## src/rtl/markov_chain_merge_pkg.sv

```systemverilog
// Shared sizing, entry layout, FSM encoding and count arithmetic for markov_chain_merge.
// Optional build macro MARKOV_MERGE_SAT_EN: count additions saturate instead of wrapping.
// Pure declarations; no timing or flow control of its own.
package markov_chain_merge_pkg;

  localparam int NOTE_BIT_LEN     = 4;
  localparam int DELAY_BIT_LEN    = 4;
  localparam int SEQUENCE_LEN     = 3;
  localparam int SEQ_CNT_BIT_LEN  = 4;
  localparam int MARKOV_CHAIN_LEN = 8;

  // Derived widths: sequence field, whole entry, merged table depth, index/count widths.
  localparam int SEQ_BIT_LEN = SEQUENCE_LEN * (NOTE_BIT_LEN + DELAY_BIT_LEN);
  localparam int ENTRY_W     = SEQ_BIT_LEN + SEQ_CNT_BIT_LEN;
  localparam int OUT_LEN     = 2 * MARKOV_CHAIN_LEN;
  localparam int IDX_W       = $clog2(OUT_LEN);
  localparam int CNT_W       = $clog2(OUT_LEN + 1);

  typedef enum logic [1:0] {
    ST_IDLE = 2'd0,
    ST_LOAD = 2'd1,
    ST_SCAN = 2'd2,
    ST_DONE = 2'd3
  } state_t;

  // Count lives in the low bits, sequence above it.
  typedef struct packed {
    logic [SEQ_BIT_LEN-1:0]     seq;
    logic [SEQ_CNT_BIT_LEN-1:0] cnt;
  } entry_t;

  // Merge two occurrence counts; saturating or modulo depending on the build.
  function automatic logic [SEQ_CNT_BIT_LEN-1:0] add_cnt(
    input logic [SEQ_CNT_BIT_LEN-1:0] x,
    input logic [SEQ_CNT_BIT_LEN-1:0] y
  );
`ifdef MARKOV_MERGE_SAT_EN
    logic [SEQ_CNT_BIT_LEN:0] s;
    s = {1'b0, x} + {1'b0, y};
    return s[SEQ_CNT_BIT_LEN] ? {SEQ_CNT_BIT_LEN{1'b1}} : s[SEQ_CNT_BIT_LEN-1:0];
`else
    return x + y;
`endif
  endfunction

endpackage

```

## src/rtl/markov_seq_match.sv

```systemverilog
// Parallel sequence lookup of one key against every valid merged-table slot.
// Latency: purely combinational; lowest matching slot wins.
// No flow control; the caller qualifies valid slots with valid_count.
module markov_seq_match
  import markov_chain_merge_pkg::*;
(
  input  logic [OUT_LEN*ENTRY_W-1:0] table_flat,
  input  logic [SEQ_BIT_LEN-1:0]     key,
  input  logic [CNT_W-1:0]           valid_count,
  output logic                       hit,
  output logic [IDX_W-1:0]           hit_index
);

  logic [OUT_LEN-1:0] match;

  // Compare the key with each slot's sequence field, masked to slots below valid_count.
  always_comb begin
    match = '0;
    for (int j = 0; j < OUT_LEN; j++) begin
      match[j] = (CNT_W'(j) < valid_count) &&
                 (table_flat[j*ENTRY_W + SEQ_CNT_BIT_LEN +: SEQ_BIT_LEN] == key);
    end
  end

  // Priority encode: scanning downwards lets the lowest matching slot win.
  always_comb begin
    hit       = 1'b0;
    hit_index = '0;
    for (int j = OUT_LEN - 1; j >= 0; j--) begin
      if (match[j]) begin
        hit       = 1'b1;
        hit_index = IDX_W'(j);
      end
    end
  end

endmodule

```

## src/rtl/markov_chain_merge.sv

```systemverilog
// Merges two Markov chain tables into one double-size table, summing counts of equal sequences.
// Latency: start sampled in IDLE to done high = 2*MARKOV_CHAIN_LEN+2 edges; build macro MARKOV_MERGE_SAT_EN selects saturating counts.
// Level start/done handshake: done holds while start stays high; inputs sampled only in LOAD.
module markov_chain_merge
  import markov_chain_merge_pkg::*;
(
  input  logic                                  clk,
  input  logic                                  reset,
  input  logic                                  start,
  input  logic [MARKOV_CHAIN_LEN*ENTRY_W-1:0]   chain_a,
  input  logic [MARKOV_CHAIN_LEN*ENTRY_W-1:0]   chain_b,
  output logic [OUT_LEN*ENTRY_W-1:0]            chain_out,
  output logic [CNT_W-1:0]                      out_count,
  output logic                                  done
);

  state_t           state;
  state_t           state_nxt;
  logic [IDX_W-1:0] idx;
  entry_t           src     [OUT_LEN];
  entry_t           out_tab [OUT_LEN];
  entry_t           cur;
  logic             hit;
  logic [IDX_W-1:0] hit_index;
  logic             append_en;

  assign cur       = src[idx];
  assign append_en = (state == ST_SCAN) && (cur.cnt != '0) && !hit;

  // Flatten the merged table onto the output bus, slot j at [j*ENTRY_W +: ENTRY_W].
  always_comb begin
    chain_out = '0;
    for (int j = 0; j < OUT_LEN; j++) begin
      chain_out[j*ENTRY_W +: ENTRY_W] = out_tab[j];
    end
  end

  markov_seq_match u_match (
    .table_flat  (chain_out),
    .key         (cur.seq),
    .valid_count (out_count),
    .hit         (hit),
    .hit_index   (hit_index)
  );

  // Next-state and done decode.
  always_comb begin
    state_nxt = state;
    done      = 1'b0;
    case (state)
      ST_IDLE: if (start) state_nxt = ST_LOAD;
      ST_LOAD: state_nxt = ST_SCAN;
      ST_SCAN: if (idx == IDX_W'(OUT_LEN - 1)) state_nxt = ST_DONE;
      ST_DONE: begin
        done = 1'b1;
        if (!start) state_nxt = ST_IDLE;
      end
      default: state_nxt = ST_IDLE;
    endcase
  end

  // State register, source snapshot and one-entry-per-cycle merge into the output table.
  always_ff @(posedge clk or negedge reset) begin
    if (!reset) begin
      state     <= ST_IDLE;
      idx       <= '0;
      out_count <= '0;
      for (int j = 0; j < OUT_LEN; j++) begin
        src[j]     <= '0;
        out_tab[j] <= '0;
      end
    end else begin
      state <= state_nxt;
      case (state)
        ST_LOAD: begin
          idx       <= '0;
          out_count <= '0;
          for (int i = 0; i < MARKOV_CHAIN_LEN; i++) begin
            src[i]                    <= chain_a[i*ENTRY_W +: ENTRY_W];
            src[MARKOV_CHAIN_LEN + i] <= chain_b[i*ENTRY_W +: ENTRY_W];
          end
          for (int j = 0; j < OUT_LEN; j++) begin
            out_tab[j] <= '0;
          end
        end
        ST_SCAN: begin
          idx <= idx + 1'b1;
          if (cur.cnt != '0) begin
            if (hit) begin
              out_tab[hit_index].cnt <= add_cnt(out_tab[hit_index].cnt, cur.cnt);
            end else begin
              out_tab[out_count[IDX_W-1:0]] <= cur;
              out_count                     <= out_count + 1'b1;
            end
          end
        end
        default: ;
      endcase
    end
  end

  // Both sources together hold at most OUT_LEN entries, so a full table can never take an append.
  append_in_range: assert property (@(posedge clk) disable iff (!reset)
    !(append_en && (out_count == CNT_W'(OUT_LEN))));

endmodule
```

## config.mk

```make
export PLATFORM = sky130hd
export DESIGN_NAME = markov_chain_merge
export DESIGN_NICKNAME = d
export VERILOG_FILES = /design/src/rtl/markov_chain_merge_pkg.sv /design/src/rtl/markov_seq_match.sv /design/src/rtl/markov_chain_merge.sv
export SDC_FILE = /design/constraint.sdc
export NUM_CORES = 2
export LEC_CHECK = 0
export ABC_AREA = 1
export CAP_MARGIN = 10
export CORE_AREA = 3 3 411 413
export DETAILED_ROUTE_END_ITERATION = 8
export DIE_AREA = 0 0 414 416
export GPL_ROUTABILITY_DRIVEN = 0
export HOLD_SLACK_MARGIN = 0.08
export PLACE_DENSITY_LB_ADDON = 0.05
export SYNTH_ARGS = -nofsm -noshare
export SYNTH_HDL_FRONTEND = slang
export SYNTH_SLANG_ARGS = --single-unit
```

## constraint.sdc

```tcl
create_clock -name clk -period 6.01 [get_ports clk]
set_input_delay 1.202 -clock clk [delete_from_list [all_inputs] [get_ports clk]]
set_output_delay 1.202 -clock clk [all_outputs]
set_load 0.02 [all_outputs]
```

After elaboration in Yosys (flattened, before gate mapping)
Cells that the tools add are included.
{ "classes": {"n_addsub": 3, "n_lt_le_gt_ge": 21, "eq_ne": 25, "n_mux": 56, "bitwise_logic": 3, "reduce_logical": 24} }
{ "ops": {"columns": ["op", "n"], "rows": [
  ["$bwmux 448", 2],
  ["$mux 448", 2],
  ["$pmux 448 s2", 1],
  ["$eq 24x24->1", 16],
  ["$bmux 28 s4", 2],
  ["$demux 28 s4", 2],
  ["$mux 28", 3],
  ["$mux 4", 19],
  ["$lt 4x5->1 const A", 8],
  ["$lt 3x5->1 const A", 4],
  ["$logic_and 1x1->1", 18],
  ["$mux 1", 17],
  ["$ge 5x5->1 const B", 3],
  ["$not 4->5", 3],
  ["$lt 1x5->1 const A", 2],
  ["$lt 2x5->1 const A", 2],
  ["$lt 5x1->1 const B", 2],
  ["$mux 5", 2],
  ["$pmux 5 s2", 1],
  ["$pmux 2 s4", 1],
  ["$pmux 4 s2", 1],
  ["$mux 2", 3],
  ["$ne 2x2->1 const B", 3],
  ["$reduce_and 3->1", 2],
  ["other kinds (11)", 13]
]} }
{ "totals": {"regBits": 907, "output_inout_bits": 454} }

Longest topological paths before layout
{ "depth": {"ltp_word": 31, "depth_mapped": 49} }

Modules after synthesis
Synthesis repeated with hierarchy kept, for this count alone.
{ "unflattened": {"hier_cells": 5972, "area_unflattened_um2": 46878.7} }
{ "modules_own_cells": {"columns": ["module", "instances", "cells_per_inst", "area_per_inst_um2", "seq_area_each_um2"], "rows": [
  ["markov_chain_merge", 1, 5049, 41396.0, 22696.8],
  ["markov_seq_match", 1, 923, 5482.8, 0.0]
]} }

Worst setup path after synthesis
OpenSTA, ideal clock, no wires.
{ "synth_timing": {"path_type": "reg-to-reg", "from": "register idx[1]", "to": "register out_tab (netlist bit chain_out[282])", "setup_ps": 128, "arrival_ps": 4857, "required_ps": 5882, "slack_ps": 1025, "path_stages_with_launch": 43, "synth_period_minus_slack_ps": 4985, "path_cell_list": "dfrtp_1 buf_4 inv_2 buf_6 buf_2 o211ai_1 nand3_1 nand3_1 nand2_2 inv_2 buf_6 buf_6 a221oi_1 nand2_1 nor3_1 nand2_1 nand2_1 nand2_1 [... 7 more ...] nand2_1 nand2_1 nand2_1 nand2_1 nand2_1 nand2_2 nand2_1 buf_2 o22ai_1 o21ai_0 nand2_1 nor2_1 ha_1 fa_1 xor2_1 nand2_1 o22ai_1 mux2_1"} }
{ "synth_via": {"elab_chain_len": 31, "word_cells_on_any_way": 86, "classes_between": "add/sub (1); order compare (2); eq/ne (17); mux (45); bitwise (2); reduce/logical (19)"} }
{ "synth_rtl": {"columns": ["item", "line", "source"], "rows": [
  ["start, declared", "markov_chain_merge.sv:19", "logic [IDX_W-1:0] idx;"],
  ["start signal, assigned", "markov_chain_merge.sv:87", "idx <= idx + 1'b1;"],
  ["$not 4->5 (implied by the code) (*)", "markov_chain_merge.sv:27", "assign cur = src[idx];"],
  ["$bmux 28 s4 (*)", "markov_chain_merge.sv:27", null],
  ["$mux 28 (implied by the code) (*) (2 in a row)", "markov_chain_merge.sv:27", null],
  ["$eq 24x24->1", "markov_seq_match.sv:21", "(table_flat[j*ENTRY_W + SEQ_CNT_BIT_LEN +: SEQ_BIT_LEN] == key);"],
  ["$logic_and 1x1->1", "markov_seq_match.sv:20", "match[j] = (CNT_W'(j) < valid_count) &&"],
  ["$mux 4 (16 in a row)", "markov_seq_match.sv:30", "if (match[j]) begin"],
  ["$not 4->5 (implied by the code)", "markov_chain_merge.sv:90", "out_tab[hit_index].cnt <= add_cnt(out_tab[hit_index].cnt, cur.cnt);"],
  ["$bmux 28 s4, or another cell as far along", "markov_chain_merge.sv:90", null],
  ["$mux 4 (implied by the code) / $logic_and 1x1->1 (equally long branches)", "markov_chain_merge.sv:90", null],
  ["$mux 4 (implied by the code)", "markov_chain_merge.sv:90", null],
  ["$add 4x4->4 / $demux 28 s4 (equally long branches)", "markov_chain_merge_pkg.sv:42, markov_chain_merge.sv:90", null],
  ["$bwmux 448", "markov_chain_merge.sv:90", null],
  ["$mux 448", "markov_chain_merge.sv:89", "if (hit) begin"],
  ["$mux 448", "markov_chain_merge.sv:88", "if (cur.cnt != '0) begin"],
  ["$pmux 448 s2", "markov_chain_merge.sv:74", "case (state)"],
  ["end signal, assigned by index", "markov_chain_merge.sv:92", "out_tab[out_count[IDX_W-1:0]] <= cur;"],
  ["end, declared", "markov_chain_merge.sv:21", "entry_t out_tab [OUT_LEN];"]
]} }
Mark *: on every way between the ends. The rest lies on a longest branch, timed or not. The select of a mux whose other input is x is not followed.
A chain may end at the register's enable or synchronous reset.

Worst setup path in the final report
{ "layout_timing": {"from": "register idx[0]", "to": "register out_tab (netlist bit chain_out[311])"} }
The elaborated chain is that of the path after synthesis.

==> run summary <==
Primary FF master, synth: dfrtp_1
Worst slew margin: 15.9%
Pre-antenna DRT Iters: 6
Post-synthesis mux area share: 0.295%
Ranking of synthesized cells by instance count: 1647 x nand2_1, 907 x dfrtp_1, 892 x inv_1
Status: finished, violations left
Largest area contributor in the synthesized netlist: dfrtp_1
Crit end category: register
Simple-gate share of the synthesized area: 26.1%
Via count: 53900
Max FO, Critical Path: 15
Post-Synth XOR/XNOR Area: 2.12%
Data required, critical path: 6.64 ns
Fin nets: 8418
Io pins: 905
Fin util: 43.5%
TritonCTS clock tree: yes
Remaining global-route overflow: 0
Area contributors post-synth: dfrtp_1 46%, nand2_1 12%, inv_1 6.7%
Synth warn: 0
Vias in the first global route: 52600
Area Overhead vs Synth: 45.0%
Post-route DRC violation count: 0
Pwr dens: 633 nW/µm²
Largest family of logic cells by synthesized area: simple AND/OR/NAND/NOR gates
Synth Register Bits: 907
Crit path DAT: 6.75 ns
Core Box Area: 165000 µm²
Routed Wire Length: 288000 µm
HPWL Detailed: 220000 µm
Cell-internal power: 22.6 mW
Dpl ws: -0.419 ns
Max cap viols: 0
FF+latch area: 22700 µm²
CTS sink count: 907
Worst skew pair latency: 0.75 ns
Clk pwr share: 15.7%
Hold Path Class: in2async
Vias/cell: 5.26
Cts hold-fix bufs: 0
Synth Area in Compound Gates: 13.9%
Switching power: 22.9 mW
Startpoint types: register
First-pass GRT wire length: 400000 µm
Max Freq: 0.163 GHz
Rows: 149
WL/cell: 28.1 µm
Switching share of power: 50.4%
Slowest CP cell: dfrtp_4
CP max stage delay: 0.57 ns
Asr flop ratio synth: 100%
Yosys top cell area share: 45.8%
Reg2Reg Setup Slack: -0.11 ns
Clock transition at path regs: 0.06 ns
Final antenna-violating net count: 0
Final setup fails: 37
Mapped Area: 49600 µm²
Cells after synthesis: 6563
Cts bufs inserted: 111
Die ar.: 172000 µm²
Tot GR Track Use: 32.0%
Final Max Slew Viols: 0
Post-Syn Area per Cell: 7.56 µm²
H-tree levels: 3
Die height: 416 µm
Sequential share of power: 19.7%
RSZ-0062 raised after global routing: true
Share of layout cells above drive strength 1: 16.1%
Synth cell types: 67
Most numerous cell in the Yosys netlist: nand2_1
Starting density of the core: 30.0%
Adder-cell area share of the yosys netlist: 0.368%
Crit path kind: reg2reg
Post-synth EDFFs: 0
Sequential area share after synthesis: 45.8%
Die width: 414 µm
Non-filler cells, final: 10200
Setup WS post-layout: -0.109 ns
Fin. Hold Viols: 0
Syn nets: 7028
Pin count of the biggest net entering global routing: 275
Fin crit share: 102%
Worst slew pin tran: 1.26 ns
Initial antenna violation count: 10
Dpl cells: 9922
Worst ir drop on vdd: 0.000434 V
Root buffer cell: clkbuf_16
Failing checks: negative setup slack
FILL cells: 17000
Max Root-Sink Buffers: 3
Starting DRT DRC Count: 5695
Min Tclk post-route: 6.12 ns
Multi-input logic area: 22700 µm²
Final Skew: 0.0533 ns
Comb power frac: 64.6%
Most frequent CP cell: nand2_4
Lkg Pwr: 32.5 nW
PortBufs: 904
-- critical path, delay by kind of cell (launching register included) --
family | cells | cell delay, ns
simple gates | 19 | 2.43
fa+ha+maj | 1 | 0.27
xor+xnor | 1 | 0.09
buf+inv | 9 | 1.49
compound gates | 7 | 1.10
flops | 1 | 0.57
-- layer usage --
metal	GRT usage (%)	wire [µm]
met3	6.64	24400
met5	0	27
met1	42.9	121000
met2	49.4	127000
met4	15.4	16300
-- kinds of logic after synthesis --
kind of cell	count (synthesis)
AND/OR/NAND/NOR	2969
buffers and inverters	1326
AO/OA/AOI/OAI	1214
flip-flops	907
XOR/XNOR	120
adder cells (fa/ha/maj)	14
multiplexers	13
-- power by group through the flow --
stage / sequential, mW / combinational, mW / clock (mW)
after floorplan: 9.12 / 12.7 / 0
after global placement: 9.06 / 26.4 / 0
after detailed placement: 9.07 / 26.5 / 0
after CTS: 8.97 / 28.0 / 7.27
after global routing: 9.14 / 31.0 / 7.51
final: 8.99 / 29.4 / 7.15
-- area by class of cell --
| type | instances | share of cell area [%] |
|---|---|---|
| well taps | 2189 | 3.81 |
| inverters | 928 | 4.93 |
| flip-flops and latches | 907 | 31.6 |
| diodes | 4 | 0.0139 |
| multi-input cells | 4335 | 31.6 |
| clock inverters | 36 | 0.724 |
| repair buffers | 1670 | 22.8 |
| clock buffers | 167 | 4.59 |
-- registers in the layout, summed over array words and instances (netlist names) --
name,flops
chain_out,448
src,448
out_count,5
idx,4
state,2
-- final timing paths --
kind                          start        endpoint  depth (start not counted)
max in group asynchronous     reset        src[202]                          3
min reg2reg                src[423]        src[423]                          2
min                           reset        src[353]                          1
max reg2reg                  idx[0]  chain_out[311]                         37
min in group clk           src[423]        src[423]                          2
max                          idx[0]  chain_out[311]                         37
-- stage by stage --
step / hold WS [ns] / cell area (µm²) / TNS, ns / power, mW
4_1_cts: 0.446 / 70800 / -0.0110 / 44.2
5_1_grt: 0.479 / 71900 / -11.47 / 47.6
3_3_place_gp: 0.450 / 65300 / -15.64 / 35.5
6_report: 0.423 / 71900 / -2.47 / 45.5
2_1_floorplan: 0.437 / 49600 / 0 / 21.8
3_5_place_dp: 0.454 / 65300 / -15.77 / 35.5
-- layout by cell type (no fill, tap or decap), types with 9 or more instances in the layout --
cell	instances
and2_1	11
clkbuf_16	115
nor3_1	50
nand3_2	56
dfrtp_1	904
nand3_4	26
buf_12	92
xor2_1	114
o21ai_0	618
o22ai_2	10
nor4_2	18
clkbuf_8	29
o22ai_1	210
nand3_1	559
clkinv_2	18
nor4_1	47
o2111ai_1	34
buf_6	33
nand3b_1	13
inv_2	22
ha_1	9
clkbuf_1	26
inv_1	888
nand4_1	116
nor2_2	13
nand2_2	46
nor2_1	334
o211ai_1	49
inv_4	11
buf_4	623
nor3b_1	10
a21oi_1	101
nand2_1	1594
a21oi_2	29
o21ai_1	103
nand2_4	37
clkdlybuf4s50_1	903
a21oi_4	11
-- repair_timing --
action | 4_1_cts | 5_1_grt
gates resized for setup | 196 | 166
gates cloned | 9 | 8
pin swaps | 57 | 108
setup endpoints to repair | 48 | 153
buffers inserted | 65 | 28
Power figures use the tool's default switching activity.
